$ cat src/rtl/piano_pkg.sv
// Shared types and song-ROM field layout for the player-piano blocks.
package piano_pkg;

  typedef enum logic [2:0] {
    IDLE  = 3'd0,
    FETCH = 3'd1,
    WAIT  = 3'd2,
    NOTE  = 3'd3,
    GAP   = 3'd4,
    DONE  = 3'd5
  } seq_state_e;

  localparam int KEY_MSB = 15;
  localparam int KEY_LSB = 8;
  localparam int DUR_MSB = 7;
  localparam int DUR_LSB = 0;

  localparam logic [7:0] REST_KEY = 8'h00;
  localparam logic [7:0] END_DUR  = 8'h00;

endpackage

$ cat src/rtl/tick_gen.sv
// Divide-by-DIV tick generator with synchronous clear and freeze enable.
// tick_o pulses on the last count of each DIV-cycle interval while enabled.
module tick_gen #(
  parameter int DIV = 10
) (
  input  logic clk_i,
  input  logic rst_ni,
  input  logic clr_i,
  input  logic en_i,
  output logic tick_o
);

  localparam int            CW   = (DIV > 1) ? $clog2(DIV) : 1;
  localparam logic [CW-1:0] LAST = CW'(DIV - 1);

  logic [CW-1:0] cnt_q, cnt_d;

  always_comb begin
    cnt_d = cnt_q;
    if (clr_i) begin
      cnt_d = '0;
    end else if (en_i) begin
      cnt_d = (cnt_q == LAST) ? '0 : cnt_q + CW'(1);
    end
  end

  always_ff @(posedge clk_i) begin
    if (!rst_ni) begin
      cnt_q <= '0;
    end else begin
      cnt_q <= cnt_d;
    end
  end

  assign tick_o = en_i && (cnt_q == LAST);

endmodule

$ cat src/rtl/note_sequencer.sv
// Song-ROM playback controller with live-keyboard override.
// Build option NOTE_SEQ_LOOP_EN: the song wraps to address 0 instead of finishing.
module note_sequencer
  import piano_pkg::*;
#(
  parameter int CLK_HZ    = 100000000,
  parameter int TICK_HZ   = 100,
  parameter int ADDR_W    = 6,
  parameter int GAP_TICKS = 2
) (
  input  logic              Clock,
  input  logic              btnCpuReset,
  input  logic              Play,
  input  logic              Stop,
  input  logic [7:0]        LiveKeyCode,
  input  logic              LiveValid,
  output logic [ADDR_W-1:0] RomAddr,
  input  logic [15:0]       RomData,
  output logic [7:0]        KeyCode,
  output logic              Enable,
  output logic              Busy,
  output logic              Done,
  output logic [2:0]        DbgState
);

  localparam int                DIV       = CLK_HZ / TICK_HZ;
  localparam logic [ADDR_W-1:0] LAST_ADDR = '1;
  localparam logic [7:0]        GAP_LAST  = 8'(GAP_TICKS - 1);

  seq_state_e        state_q, state_d;
  logic [ADDR_W-1:0] addr_q, addr_d;
  logic [7:0]        key_q, key_d;
  logic [7:0]        dur_q, dur_d;
  logic [7:0]        tcnt_q, tcnt_d;
  logic              tick_clr;
  logic              tick;
  logic              song_on;

  // Live input freezes the divider together with the FSM so a note resumes exactly.
  tick_gen #(.DIV(DIV)) u_tick (
    .clk_i  (Clock),
    .rst_ni (btnCpuReset),
    .clr_i  (tick_clr),
    .en_i   (!LiveValid),
    .tick_o (tick)
  );

  always_comb begin
    state_d  = state_q;
    addr_d   = addr_q;
    key_d    = key_q;
    dur_d    = dur_q;
    tcnt_d   = tcnt_q;
    tick_clr = 1'b0;
    if (Stop && state_q != IDLE) begin
      state_d  = IDLE;
      addr_d   = '0;
      tcnt_d   = '0;
      tick_clr = 1'b1;
    end else if (!LiveValid) begin
      case (state_q)
        IDLE: begin
          if (Play && !Stop) begin
            state_d = FETCH;
            addr_d  = '0;
          end
        end
        FETCH: state_d = WAIT;
        WAIT: begin
          key_d = RomData[KEY_MSB:KEY_LSB];
          dur_d = RomData[DUR_MSB:DUR_LSB];
          if (RomData[DUR_MSB:DUR_LSB] == END_DUR) begin
`ifdef NOTE_SEQ_LOOP_EN
            state_d = FETCH;
            addr_d  = '0;
`else
            state_d = DONE;
`endif
          end else begin
            state_d  = NOTE;
            tcnt_d   = '0;
            tick_clr = 1'b1;
          end
        end
        NOTE: begin
          if (tick) begin
            if (tcnt_q == dur_q - 8'd1) begin
              state_d  = GAP;
              tcnt_d   = '0;
              tick_clr = 1'b1;
            end else begin
              tcnt_d = tcnt_q + 8'd1;
            end
          end
        end
        GAP: begin
          if (tick) begin
            if (tcnt_q == GAP_LAST) begin
              tcnt_d = '0;
              if (addr_q == LAST_ADDR) begin
`ifdef NOTE_SEQ_LOOP_EN
                state_d = FETCH;
                addr_d  = '0;
`else
                state_d = DONE;
`endif
              end else begin
                state_d = FETCH;
                addr_d  = addr_q + ADDR_W'(1);
              end
            end else begin
              tcnt_d = tcnt_q + 8'd1;
            end
          end
        end
        DONE: begin
          state_d = IDLE;
          addr_d  = '0;
        end
        default: begin
          state_d = IDLE;
          addr_d  = '0;
        end
      endcase
    end
  end

  always_ff @(posedge Clock) begin
    if (!btnCpuReset) begin
      state_q <= IDLE;
      addr_q  <= '0;
      key_q   <= '0;
      dur_q   <= '0;
      tcnt_q  <= '0;
    end else begin
      state_q <= state_d;
      addr_q  <= addr_d;
      key_q   <= key_d;
      dur_q   <= dur_d;
      tcnt_q  <= tcnt_d;
    end
  end

  // Live keyboard is muxed after the registers so it reaches the decoder immediately.
  assign song_on  = (state_q == NOTE);
  assign KeyCode  = LiveValid ? LiveKeyCode : (song_on ? key_q : 8'h00);
  assign Enable   = LiveValid | (song_on && key_q != REST_KEY);
  assign RomAddr  = addr_q;
  assign Busy     = (state_q != IDLE);
  assign Done     = (state_q == DONE);
  assign DbgState = state_q;

endmodule
$ cat config.mk
export PLATFORM = sky130hd
export DESIGN_NAME = note_sequencer
export DESIGN_NICKNAME = d
export VERILOG_FILES = /design/src/rtl/piano_pkg.sv /design/src/rtl/tick_gen.sv /design/src/rtl/note_sequencer.sv
export SDC_FILE = /design/constraint.sdc
export NUM_CORES = 1
export LEC_CHECK = 0
export ABC_AREA = 1
export CORE_MARGIN = 2
export CORE_UTILIZATION = 54
export DETAILED_ROUTE_END_ITERATION = 16
export HOLD_SLACK_MARGIN = 0.05
export PLACE_DENSITY = 0.82
export SYNTH_ARGS = -nofsm -noshare
export SYNTH_HDL_FRONTEND = slang
export SYNTH_SLANG_ARGS = --single-unit
$ cat constraint.sdc
create_clock -name Clock -period 2.3 [get_ports Clock]
set_input_delay 0.46 -clock Clock [delete_from_list [all_inputs] [get_ports Clock]]
set_output_delay 0.46 -clock Clock [all_outputs]
set_load 0.02 [all_outputs]
# After elaboration in Yosys (flattened, before gate mapping)
# Cells that the tools add are included.
[op_classes]
add_sub_neg = 4
n_eq_ne = 16
mux = 28
bitwise_logic = 5
n_reduce_logical = 18
[ops]
columns = ["operator", "count"]
rows = [
  ["8-bit two-way mux", 7],
  ["6-bit two-way mux", 4],
  ["8-bit one-hot mux with 3 select lines", 1],
  ["3-bit two-way mux", 7],
  ["20-bit by 1-bit adder with 20-bit output (second input constant)", 1],
  ["20-bit equality test (second input constant)", 1],
  ["20-bit two-way mux", 1],
  ["6-bit one-hot mux with 3 select lines", 1],
  ["3-bit one-hot mux with 5 select lines", 1],
  ["2-bit != test (second input constant)", 6],
  ["6-bit AND reduction", 2],
  ["8-bit by 1-bit adder with 8-bit output (second input constant)", 1],
  ["8-bit by 1-bit equality test with 1-bit output (second input constant)", 1],
  ["8-bit equality test", 1],
  ["8-bit zero test", 1],
  ["8-bit nonzero test", 1],
  ["8-bit by 1-bit subtractor with 8-bit output (second input constant)", 1],
  ["6-bit by 1-bit adder with 6-bit output (second input constant)", 1],
  ["3-bit by 2-bit equality test with 1-bit output (second input constant)", 2],
  ["3-bit equality test (second input constant)", 2],
  ["6-bit equality test (second input constant)", 1],
  ["3-bit nonzero test", 2],
  ["1-bit two-way mux", 5],
  ["5-bit AND reduction", 1],
  ["11 further kinds", 19],
]
[word_totals]
reg_bits = 53
input_bits = 29
output_inout_bits = 20
wordCells = 77

# Longest topological paths before layout
# Gate-level depths: netlist of run 1.
[logic_depth]
depth_word = 8
depth_mapped = 16
ltp_nobuf = 15

# Modules after synthesis
# From an unflattened synthesis of run 1, not the netlist that was laid out.
[unflattened]
hier_cells = 530
area_unflattened_um2 = 3342.0
[by_module_without_submodules]
columns = ["mod", "instances", "cells_per_inst", "area_per_inst_um2", "seq_area_each_um2"]
rows = [
  ["note_sequencer", 1, 340, 2115.8, 660.6],
  ["tick_gen", 1, 190, 1226.2, 400.4],
]

# Least setup slack after synthesis of run 1
# OpenSTA, ideal clock, no wires.
[synth_path]
kind = "input-to-output"
start = "input port LiveValid"
end = "output port KeyCode[0]"
arrival_time_ns = 1.448
required_ns = 1.840
setup_slack_ns = 0.392
stages = 3
path_buffers = 2
cell_sequence = "clkbuf_1 > clkbuf_1 > o31ai_1"
[synth_via]
elab_chain_cells = 1
[synth_lines]
columns = ["element", "line_no", "text"]
rows = [
  ["start, declared", "note_sequencer.sv:16", "input logic LiveValid,"],
  ["8-bit two-way mux", "note_sequencer.sv:146", "assign KeyCode = LiveValid ? LiveKeyCode : (song_on ? key_q : 8'h00);"],
  ["end, declared", "note_sequencer.sv:19", "output logic [7:0] KeyCode,"],
]
# Every way passes these cells.

# Worst setup path in the final report of run 1
[layout_path]
start = "input port LiveValid"
end = "output port KeyCode[3]"
# Same word-level chain as after synthesis.

==> results of run 1 <==
==> power by group through the flow <==
stage / Clock [uW] / Sequential [uW] / Combinational, uW
final: 486 / 936 / 215
after global routing: 525 / 938 / 236
after CTS: 499 / 936 / 214
after detailed placement: 0 / 957 / 218
after global placement: 0 / 957 / 214
after floorplan: 0 / 959 / 108
==> stage by stage <==
step / TNS (ns) / power [uW] / setup slack [ns] / std cells
floorplan: 0 / 1070 / 0.392 / 496
global placement: -0.790 / 1170 / -0.0982 / 616
detailed placement: -1.93 / 1180 / -0.130 / 616
CTS: 0 / 1650 / 0.101 / 622
global route: 0 / 1700 / 0.0392 / 622
finish: 0 / 1640 / 0.178 / 622
==> final timing paths <==
check / end / slack (ns)
hold reg to reg: dur_q[1]$_SDFFE_PN0P_ / 0.48
hold / removal: dur_q[1]$_SDFFE_PN0P_ / 0.48
setup reg to reg: tcnt_q[7]$_SDFFE_PP0P_ / 0.25
setup / recovery: KeyCode[3] / 0.18
==> metal layers <==
metal	GRT usage, %	part of all wire (%)
met4	5.93	0.57
met1	28.9	46
met5	0	0
met2	42.1	50
met3	4.33	3.9
==> cells in the final DEF, fill, tap and decap left out, drive strengths merged, types with 3 or more instances in the layout <==
master / netlist / layout
a21oi: 36 / 36
ha: 5 / 5
clkbuf: 9 / 5
o21ai: 32 / 32
o31ai: 8 / 8
or2: 3 / 3
xor2: 16 / 16
nand4: 12 / 12
xnor2: 8 / 8
dfxtp: 53 / 53
nand2: 110 / 110
dlygate4sd2: 0 / 9
clkinv: 2 / 3
buf: 4 / 10
nand3: 41 / 41
nor3: 19 / 19
clkdlybuf4s50: 0 / 38
nor2: 66 / 66
inv: 67 / 67
==> critical path, cell delays in order <==
cell	delay (ns)
sky130_fd_sc_hd__clkdlybuf4s50_1	0.44
sky130_fd_sc_hd__buf_12	0.16
sky130_fd_sc_hd__o31ai_1	0.22
sky130_fd_sc_hd__dlygate4sd2_1	0.37
==> final cells by class <==
cell class	count	area, um2
Clock buffer	5	68.8
Clock inverter	1	5.00
Fill cell	519	1960
Inverter	69	259
Multi-Input combinational cell	361	1840
Sequential cell	53	1060
Tap cell	75	93.8
Timing Repair Buffer	58	563
==> flip-flops by register name, summed over array words and instances, names as in the netlist <==
signal and count:
u_tick.cnt_q 20, DbgState 3, key_q 8, RomAddr 6
tcnt_q 8, dur_q 8
==> what timing repair did <==
item                                    4_1_cts  5_1_grt
endpoints found under the setup margin        9       11
buffers inserted                              0        0
cloned                                        0        0
gates resized for setup                      11        3
==> logic make-up (layout without fill, tap and decap cells) <==
group | count (synthesis) | after routing | synth area share, %
AO/OA/AOI/OAI | 79 | 79 | 13.3
adder cells (fa/ha/maj) | 5 | 5 | 1.95
flip-flops | 53 | 53 | 33.0
buffers and inverters | 82 | 133 | 9.89
XOR/XNOR | 24 | 24 | 6.54
AND/OR/NAND/NOR | 253 | 253 | 35.3
==> results.md, run 1 <==
Global route:
- Entering global routing, the biggest net connects 31 pins.
- The wire length of the first global-routing pass is 12.4 mm.
- The number of global-route vias before repair is 2909.
- After global routing the overflow that remains totals 0.
- The number of antenna violations at the first check in global routing is 0.
- Global routing used 23.5% of the available tracks.

Synthesis:
- Sorting the synthesized cells by area gives the leading types as sky130_fd_sc_hd__dfxtp_1 (33%), sky130_fd_sc_hd__nand2_1 (13%), sky130_fd_sc_hd__inv_1 (7.2%).
- The number of nets in the synthesized netlist is 530.
- In this run, synthesis inferred 0 flip-flops with an integrated enable.
- The distinct cell type count of the synthesized netlist is 36.
- The post-synthesis register bit count is 53.
- The commonest cells after synthesis are sky130_fd_sc_hd__nand2_1 (108), sky130_fd_sc_hd__inv_1 (62), sky130_fd_sc_hd__nor2_1 (62), sky130_fd_sc_hd__dfxtp_1 (53), sky130_fd_sc_hd__nand3_1 (40).
- In the synthesized netlist the dominant register cell turns out to be sky130_fd_sc_hd__dfxtp_1.
- The portion of synthesized cell area occupied by the leading cell type is 33.0%.
- Synthesis produced 496 cells.
- The mapped netlist covers 3210 um2.
- The yosys synthesis warning count is 0.
- After synthesis, the mean cell area works out to 6.48 um2.
- Sequential cells were found to cover 33.0% of the synthesized design area.
- Summed over all instances, the cell type with the most area after synthesis is sky130_fd_sc_hd__dfxtp_1.
- The dominant cell by count in the synthesized netlist is sky130_fd_sc_hd__nand2_1.
- In the synthesized netlist the async set-or-reset flop fraction comes to 0%.

Cells and area:
- The share of the core filled with cells in the final layout is 66.5%.
- The final cell area excluding filler cells is 3890 um2.
- The share of layout cells above drive strength 1 is 6.58%.
- The number of nets in the layout is 582.
- The final antenna diode count is 0.
- From synthesis to final layout, the design area changed by 21.1%.

Clock network:
- After clock tree synthesis, the clock-pin slew on the worst setup and hold paths is 0.08 ns.
- The cell at the root of the clock tree is sky130_fd_sc_hd__clkbuf_8.
- The CTS tree is done.
- The CTS H-tree depth is 2.
- CTS saw 53 sinks.
- For this design, the CTS-stage hold fixing added 0 buffers.
- Clock tree synthesis inserted a total of 5 buffers.
- The buffer levels on the longest clock path is 2.
- The clock latency on the worst-skew pair is 0.31 ns.

Place:
- The HPWL reported at the end of detailed placement is 5.71 mm.
- The area after detailed placement is 3810 um2.
- The count of port buffers added during placement is 48.
- The congestion estimate from routability-driven global placement came to 0.829.

Worst setup path:
- Counting cells, the worst reg-to-reg path comes to 15.
- The required time at the worst-slack endpoint is 1.84 ns.
- In this run the worst path has a maximum fanout of 18.
- The startpoint class of the critical path is an input pin.
- The launch point of the worst path is LiveValid.
- For the worst setup path, the data arrival time is 1.66 ns.
- The worst setup path is captured at an output port.
- The type of the worst setup path is in2out.
- The worst register-to-register path begins at dur_q[0]$_SDFFE_PN0P_.

Power:
- The clock network burns 29.7% of the power.
- Internal power comes to 1230 uW.
- Summed over all nets, the switching power comes to 410 uW.
- The part of the total power dissipated in combinational logic is 13.1%.
- Sequential cells burn 57.2% of the power.
- Of the total power, the share spent switching nets is 25.0%.
- The cell area power density is 421 nW/um2.
- The worst ir drop on vdd is 0.249 mV.
- The standby leakage power is 0.00153 uW.

Drt:
- The first routing iteration left 162 violations.
- For this run, design rule violations remaining after detail routing come to 0.
- Using the TritonRoute via totals, the vias-per-cell ratio works out to 5.22.
- The routed length per placed instance is 11.9 um.
- Across all layers, the routed design uses 3247 vias.
- The detail route stage leaves a number of antenna-violating nets equal to 0.
- The first-pass iteration count of the detailed router is 4.
- The wire length reported by the detailed router is 7.41 mm.

STA:
- The final number of hold-violating endpoints was 0.
- Setup repair after global routing left no endpoint under its margin.
- The clock arrives with 0.00734 ns of skew.
- Setup violations remaining at the end of the flow were counted as 0.
- For this run, the top clock speed supported by timing is 471 MHz.
- The final worst hold slack is 0.483 ns.
- The max-slew violation count came to 0.
- For the pin with the worst max-slew slack, the measured transition is 0.402 ns.
- The final critical-path required period is 2.12 ns.
- The ratio of final minimum period to clock period is 92.2%.
- The worst slew margin relative to its limit is 73.2%.

Die:
- The area inside the core boundary is 5850 um2.
- The site row count is 28.
- The overall die area is 6580 um2.
- The I/O pin total is 49.
- The vertical extent of the die is 81.1 um.
- From left edge to right edge, the die measures 81.1 um.
- The initial cell density of the core is 54.9%.

Min path:
- The worst hold path belongs to the class reg2reg.
- The cell count of the worst hold path is 2.
- The worst hold path begins at dur_q[1]$_SDFFE_PN0P_.

Run:
- The number of maximum-capacitance violations is 0.

Outcome:
- The run finished with clean final reports.
No activity file was read; power rests on OpenSTA's default activity.
==> run 2, diff against run 1 <==
--- a/config.mk
+++ b/config.mk
@@ -11,6 +11,7 @@
 export DETAILED_ROUTE_END_ITERATION = 16
 export HOLD_SLACK_MARGIN = 0.05
 export PLACE_DENSITY = 0.82
+export SLEW_MARGIN = 20
 export SYNTH_ARGS = -nofsm -noshare
 export SYNTH_HDL_FRONTEND = slang
 export SYNTH_SLANG_ARGS = --single-unit
==> results of run 2 <==
No change in the layout: final DEF, timing and power equal those of run 1.
==> run 3, diff against run 2 <==
--- a/config.mk
+++ b/config.mk
@@ -15,3 +15,4 @@
 export SYNTH_ARGS = -nofsm -noshare
 export SYNTH_HDL_FRONTEND = slang
 export SYNTH_SLANG_ARGS = --single-unit
+export TNS_END_PERCENT = 20
==> results of run 3 <==
No change in the layout: final DEF, timing and power equal those of run 1.
